--- config.mk ---
export PLATFORM = sky130hd
export DESIGN_NAME = mage_stream_fifo_bridge
export DESIGN_NICKNAME = d
export VERILOG_FILES = /design/src/rtl/stream_intf_pkg.sv /design/src/rtl/mage_stream_fifo.sv /design/src/rtl/mage_stream_fifo_bridge.sv
export SDC_FILE = /design/constraint.sdc
export NUM_CORES = 1
export LEC_CHECK = 0
export CORE_MARGIN = 2
export CORE_UTILIZATION = 53
export DETAILED_ROUTE_END_ITERATION = 16
export PLACE_DENSITY = 0.77
export SLEW_MARGIN = 25
export SYNTH_ARGS = -nofsm -noshare
export SYNTH_HDL_FRONTEND = slang
export SYNTH_SLANG_ARGS = --single-unit
--- constraint.sdc ---
create_clock -name clk_i -period 3.92 [get_ports clk_i]
set_input_delay 0.588 -clock clk_i [delete_from_list [all_inputs] [get_ports clk_i]]
set_output_delay 0.588 -clock clk_i [all_outputs]
set_load 0.02 [all_outputs]
--- src/rtl/stream_intf_pkg.sv ---
// Shared stream-interface constants for the DMA-to-Mage bridge.
// Holds the channel count, word width, per-channel FIFO depth and the
// number of consecutive stalled DMA cycles that marks an overflow.
package stream_intf_pkg;

  localparam int N_DMA_CH          = 4;
  localparam int STREAM_DATA_W     = 32;
  localparam int STREAM_FIFO_DEPTH = 8;
  localparam int OVF_CYC           = 16;

endpackage

--- src/rtl/mage_stream_fifo.sv ---
// Single-channel elastic buffer between one DMA write stream and one Mage
// stream input.
// Ports:
//   clk_i, rst_n_i             clock, async active-low reset
//   dma_valid_i/dma_data_i     DMA word in; dma_ready_o accepts it
//   mage_valid_o/mage_data_o   head word out; mage_ready_i consumes it
//   flush_i                    synchronous clear of pointers and count
//   count_o, almost_full_o     occupancy and almost-full flag
//   overflow_o, clr_status_i   sticky long-stall flag and its clear
module mage_stream_fifo
  import stream_intf_pkg::*;
#(
  parameter int DATA_W    = STREAM_DATA_W,
  parameter int DEPTH     = STREAM_FIFO_DEPTH,
  parameter int AF_THRESH = DEPTH - 2,
  parameter int OVF_LIMIT = OVF_CYC
) (
  input  logic                       clk_i,
  input  logic                       rst_n_i,
  input  logic                       dma_valid_i,
  input  logic [DATA_W-1:0]          dma_data_i,
  output logic                       dma_ready_o,
  output logic                       mage_valid_o,
  output logic [DATA_W-1:0]          mage_data_o,
  input  logic                       mage_ready_i,
  input  logic                       flush_i,
  output logic [$clog2(DEPTH+1)-1:0] count_o,
  output logic                       almost_full_o,
  output logic                       overflow_o,
  input  logic                       clr_status_i
);

  localparam int PTR_W   = $clog2(DEPTH);
  localparam int CNT_W   = $clog2(DEPTH + 1);
  localparam int STALL_W = $clog2(OVF_LIMIT + 1);

  logic [DATA_W-1:0]  mem [DEPTH];
  logic [PTR_W-1:0]   wr_ptr;
  logic [PTR_W-1:0]   rd_ptr;
  logic [CNT_W-1:0]   count;
  logic [STALL_W-1:0] stall_cnt;
  logic               push;
  logic               pop;
  logic               stall;
  logic               ovf_set;

  // All flags derive from the registered count, so ready never depends
  // combinationally on the Mage side and a pop at full cannot admit a
  // same-cycle push.
  assign dma_ready_o   = (count != CNT_W'(DEPTH));
  assign mage_valid_o  = (count != '0);
  assign mage_data_o   = mage_valid_o ? mem[rd_ptr] : '0;
  assign count_o       = count;
  assign almost_full_o = (count >= CNT_W'(AF_THRESH));

  assign push  = dma_valid_i & dma_ready_o;
  assign pop   = mage_valid_o & mage_ready_i;
  assign stall = dma_valid_i & ~dma_ready_o;
  // True in the stall cycle that brings the run length up to the limit.
  assign ovf_set = stall & (stall_cnt >= STALL_W'(OVF_LIMIT - 1));

  always_ff @(posedge clk_i or negedge rst_n_i) begin
    if (!rst_n_i) begin
      wr_ptr <= '0;
      rd_ptr <= '0;
      count  <= '0;
    end else if (flush_i) begin
      wr_ptr <= '0;
      rd_ptr <= '0;
      count  <= '0;
    end else begin
      if (push) wr_ptr <= wr_ptr + PTR_W'(1);
      if (pop)  rd_ptr <= rd_ptr + PTR_W'(1);
      if (push && !pop)      count <= count + CNT_W'(1);
      else if (pop && !push) count <= count - CNT_W'(1);
    end
  end

  // Storage is deliberately left unreset; the output gate hides stale data.
  always_ff @(posedge clk_i) begin
    if (push && !flush_i) mem[wr_ptr] <= dma_data_i;
  end

  // Overflow monitor is independent of flush.
  always_ff @(posedge clk_i or negedge rst_n_i) begin
    if (!rst_n_i) begin
      stall_cnt  <= '0;
      overflow_o <= 1'b0;
    end else begin
      if (!stall)
        stall_cnt <= '0;
      else if (stall_cnt != STALL_W'(OVF_LIMIT))
        stall_cnt <= stall_cnt + STALL_W'(1);

      if (ovf_set)           overflow_o <= 1'b1;
      else if (clr_status_i) overflow_o <= 1'b0;
    end
  end

endmodule

--- src/rtl/mage_stream_fifo_bridge.sv ---
// Per-channel elastic buffer bank between the DMA write channels and the
// Mage hardware-FIFO stream inputs; one mage_stream_fifo per channel.
// Ports (all per channel, indexed [N_CH]):
//   dma_valid_i/dma_data_i/dma_ready_o      DMA-side stream
//   mage_valid_o/mage_data_o/mage_ready_i   Mage-side stream
//   flush_i, count_o, almost_full_o         control and occupancy
//   overflow_o, clr_status_i                sticky stall status
module mage_stream_fifo_bridge
  import stream_intf_pkg::*;
#(
  parameter int N_CH      = N_DMA_CH,
  parameter int DATA_W    = STREAM_DATA_W,
  parameter int DEPTH     = STREAM_FIFO_DEPTH,
  parameter int AF_THRESH = DEPTH - 2
) (
  input  logic                                  clk_i,
  input  logic                                  rst_n_i,
  input  logic [N_CH-1:0]                       dma_valid_i,
  input  logic [N_CH-1:0][DATA_W-1:0]           dma_data_i,
  output logic [N_CH-1:0]                       dma_ready_o,
  output logic [N_CH-1:0]                       mage_valid_o,
  output logic [N_CH-1:0][DATA_W-1:0]           mage_data_o,
  input  logic [N_CH-1:0]                       mage_ready_i,
  input  logic [N_CH-1:0]                       flush_i,
  output logic [N_CH-1:0][$clog2(DEPTH+1)-1:0]  count_o,
  output logic [N_CH-1:0]                       almost_full_o,
  output logic [N_CH-1:0]                       overflow_o,
  input  logic [N_CH-1:0]                       clr_status_i
);

  for (genvar g = 0; g < N_CH; g++) begin : g_ch
    mage_stream_fifo #(
      .DATA_W    (DATA_W),
      .DEPTH     (DEPTH),
      .AF_THRESH (AF_THRESH)
    ) u_fifo (
      .clk_i         (clk_i),
      .rst_n_i       (rst_n_i),
      .dma_valid_i   (dma_valid_i[g]),
      .dma_data_i    (dma_data_i[g]),
      .dma_ready_o   (dma_ready_o[g]),
      .mage_valid_o  (mage_valid_o[g]),
      .mage_data_o   (mage_data_o[g]),
      .mage_ready_i  (mage_ready_i[g]),
      .flush_i       (flush_i[g]),
      .count_o       (count_o[g]),
      .almost_full_o (almost_full_o[g]),
      .overflow_o    (overflow_o[g]),
      .clr_status_i  (clr_status_i[g])
    );
  end

endmodule

==> flow_metrics.py <==
metrics = {
    "sta": {
        "setup_viol": 0,
        "period_share_pct": 94.6,
        "rsz0062_at_grt": "false",
        "max_slew_margin_pct": 51.5,
        "tightest_slew_ns": 0.727,
        "finalSetupTns_ns": 0,
        "whs_ns": 0.496,
        "drv_slew": 0,
        "skew_ns": 0.0357,
        "min_period_ns": 3.71,
        "fin_ws_ns": 0.213,
        "fmax_ghz": 0.270,
        "hold_violations": 0,
    },
    "grt": {
        "track_usage_pct": 21.3,
        "antenna_found_initial": 10,
        "overflow": 0,
        "grt_pass1_wl_um": 134000,
        "grt_max_degree": 65,
        "grt_pass1_vias": 22512,
    },
    "finish": {
        "stdcell_count": 3617,
        "syn_to_final_growth_pct": 18.9,
        "final_common_cell": "edfxtp_1",
        "drive_gt1_share_pct": 21.9,
        "fin_nets": 2636,
        "mostFrequentLayoutCells": "edfxtp_1 (1024), clkdlybuf4s50_1 (304), mux4_2 (256), nor2_1 (175), mux2i_1 (141)",
    },
    "logic_synthesis": {
        "ys_warn_count": 0,
        "ys_types": 45,
        "netlist_area_um2": 43100,
        "synth_edf_count": 1024,
        "ys_ff_latch": 1088,
        "ys.flop_type": "edfxtp_1",
        "synth_seq_area_share_pct": 75.1,
        "synthArstFlopShare_pct": 5.88,
        "avgSynthCellArea_um2": 20.6,
        "syn_nets": 2269,
        "syn_inst": 2091,
    },
    "clocking": {
        "cts_sinks": 1088,
        "cts_root_buffer": "clkbuf_16",
        "cts_tree": "built",
        "clk_latency_ns": 0.68,
        "cts-buffers-inserted": 107,
        "path_clk_slew_ns": 0.06,
        "cts_buffer_depth": 3,
        "htree_levels": 3,
    },
    "setup_path": {
        "r2r_cells": 7,
        "end_kind": "output pin",
        "slowest_delay_ns": 0.75,
        "required_ns": 3.33,
        "cp_top_family": "buffers and inverters",
        "crit_fanout": 29,
        "crit_path_top_delay_cell": "dfrtp_4",
        "critPathArrivalTime_ns": 3.12,
        "crit_type": "flop to output pin",
        "start_kind": "flop",
        "cp.depth": 5,
        "crit_buf_inv": 2,
        "path_cells": "buf_12, mux4_2, mux2i_1, nor2_1, clkdlybuf4s50_1",
    },
    "route": {
        "viasPerCell": 5.87,
        "drc": 0,
        "ant_nets": 0,
        "firstDrtPassIters": 5,
        "wl_met3_um": 5860,
        "routed_wl_um": 89300,
        "wl_met2_um": 47200,
        "route.vias.total": 21220,
        "drtIter0Drc": 1700,
        "wl_per_cell_um": 24.7,
        "maxUsedRoutingLayer": "met5",
        "wl_met1_um": 34300,
    },
    "floorplanning": {
        "die-area_um2": 83500,
        "die_h_um": 289,
        "floorplan.initialDensity_pct": 53.5,
        "placement_rows": 104,
        "die_width_um": 289,
        "ioPinCount": 306,
        "core_area_um2": 80400,
    },
    "pwr": {
        "p_leak_uw": 0.0162,
        "p_per_area_nw_per_um2": 656,
        "ir_drop_v": 0.000484,
    },
    "placement": {
        "hpwlAfterDp_um": 51100,
        "post-place-ws_ns": 0.768,
        "dp_cells": 3407,
        "port_buffers": 305,
        "place.gp.congestion": 0.768,
    },
    "outcome": {
        "status": "complete, no violations",
    },
    "worst_hold_path": {
        "hold_path.class": "input port to async pin",
    },
    "run": {
        "cap_viol_max_count": 0,
    },
}
==> flip-flops by register name, summed over array words and instances, names as in the netlist <==
signal,count
g_ch.u_fifo.rd_ptr,12
g_ch.u_fifo.count_o,16
g_ch.u_fifo.stall_cnt,20
g_ch.u_fifo.mem,1024
g_ch.u_fifo.overflow_o,4
g_ch.u_fifo.wr_ptr,12
==> worst reg2reg max path: stages (launching register included) <==
cell and delay [ns]:
dfrtp_1 0.47, or4b_1 0.69, o211ai_1 0.22, ha_1 0.31, or2_2 0.32, a2111o_1 0.42, a21o_1 0.20, a31oi_1 0.15
==> cell type report <==
class / instances / area (µm²)
well taps: 1060 / 1330
diodes: 6 / 15.0
fillers: 5235 / 29200
inverters: 40 / 150
flip-flops and latches: 1088 / 32400
multi-input cells: 846 / 10000
clock buffers: 132 / 2830
repair buffers: 375 / 3760
clock inverters: 70 / 669
==> through the flow <==
stage	utilization [%]	total power [µW]	cell area [µm²]
floorplan	-	20100	43100
detailed placement	59.2	23900	47600
finish	63.6	33600	51200
CTS	63.6	33900	51100
global placement	59.2	23600	47600
global route	63.6	34900	51200
==> layer usage <==
metal | vias to the layer above | track usage, %
li1 | 9187 | -
met5 | - | 0
met2 | 783 | 37.1
met4 | 8 | 6.44
met1 | 11108 | 27.7
met3 | 134 | 3.75
==> cells in the mapped netlist (4+ instances only) <==
| cell type | count | area [µm²] |
|---|---|---|
| nor2_1 | 199 | 747 |
| fa_1 | 4 | 80.1 |
| nand4b_1 | 4 | 35.0 |
| xor2_1 | 20 | 175 |
| o22ai_1 | 4 | 25.0 |
| or3_1 | 5 | 31.3 |
| inv_1 | 40 | 150 |
| xnor2_1 | 16 | 140 |
| edfxtp_1 | 1024 | 30700 |
| a211oi_1 | 5 | 37.5 |
| mux4_2 | 256 | 5770 |
| a21o_1 | 11 | 82.6 |
| nor3_1 | 21 | 105 |
| dfrtp_1 | 64 | 1600 |
| clkbuf_1 | 29 | 109 |
| buf_4 | 37 | 278 |
| ha_1 | 28 | 350 |
| nand3_1 | 27 | 135 |
| nor2_4 | 4 | 45.0 |
| a31oi_1 | 4 | 25.0 |
| o211ai_1 | 7 | 52.6 |
| a21oi_1 | 12 | 60.1 |
| o311a_1 | 4 | 40.0 |
| and3_1 | 4 | 25.0 |
| nand2_2 | 4 | 25.0 |
| buf_2 | 45 | 225 |
| nor3_2 | 4 | 40.0 |
| a211oi_4 | 4 | 80.1 |
| nand2_1 | 21 | 78.8 |
| mux2i_1 | 141 | 1410 |
| or4b_1 | 4 | 40.0 |
| nand2b_1 | 8 | 50.1 |
==> path summary, 6_finish.rpt <==
| path | start | to | slack [ns] |
|---|---|---|---|
| setup / recovery | g_ch[3].u_fifo.rd_ptr[0]$_DFFE_PN0P_ | mage_data_o[116] | 0.21 |
| hold / removal | rst_n_i | g_ch[3].u_fifo.stall_cnt[1]$_DFFE_PN0P_ | 0.50 |
| setup reg to reg | g_ch[1].u_fifo.count_o[1]$_DFFE_PN0P_ | g_ch[1].u_fifo.count_o[3]$_DFFE_PN0P_ | 1.04 |
| hold reg to reg | g_ch[1].u_fifo.overflow_o$_DFFE_PN0P_ | g_ch[1].u_fifo.overflow_o$_DFFE_PN0P_ | 0.54 |
| max in group asynchronous | rst_n_i | g_ch[0].u_fifo.rd_ptr[0]$_DFFE_PN0P_ | 2.85 |
| min in group clk_i | clr_status_i[3] | g_ch[3].u_fifo.overflow_o$_DFFE_PN0P_ | 0.51 |
==> cell families after synthesis <==
logic type               synth area share [%]
flip-flops                               75.1
multiplexers                             16.7
AND/OR/NAND/NOR                          3.50
buffers and inverters                    1.83
AO/OA/AOI/OAI                            1.12
XOR/XNOR                                0.732
adder cells (fa/ha/maj)                  1.00
==> where the power goes <==
group | total (µW) | switching, µW | internal [µW]
sequential | 13700 | 512 | 13200
clock | 9990 | 4300 | 5700
combinational | 9880 | 5110 | 4770
total | 33600 | 9920 | 23700
==> repair_timing <==
item | CTS | global route
endpoints found under the setup margin | 0 | 8
hold buffers | 0 | 1
resized for setup | 0 | 0
buffers inserted | 0 | 1
hold endpoints to repair | 0 | 19
(Power assumes the default switching activity.)
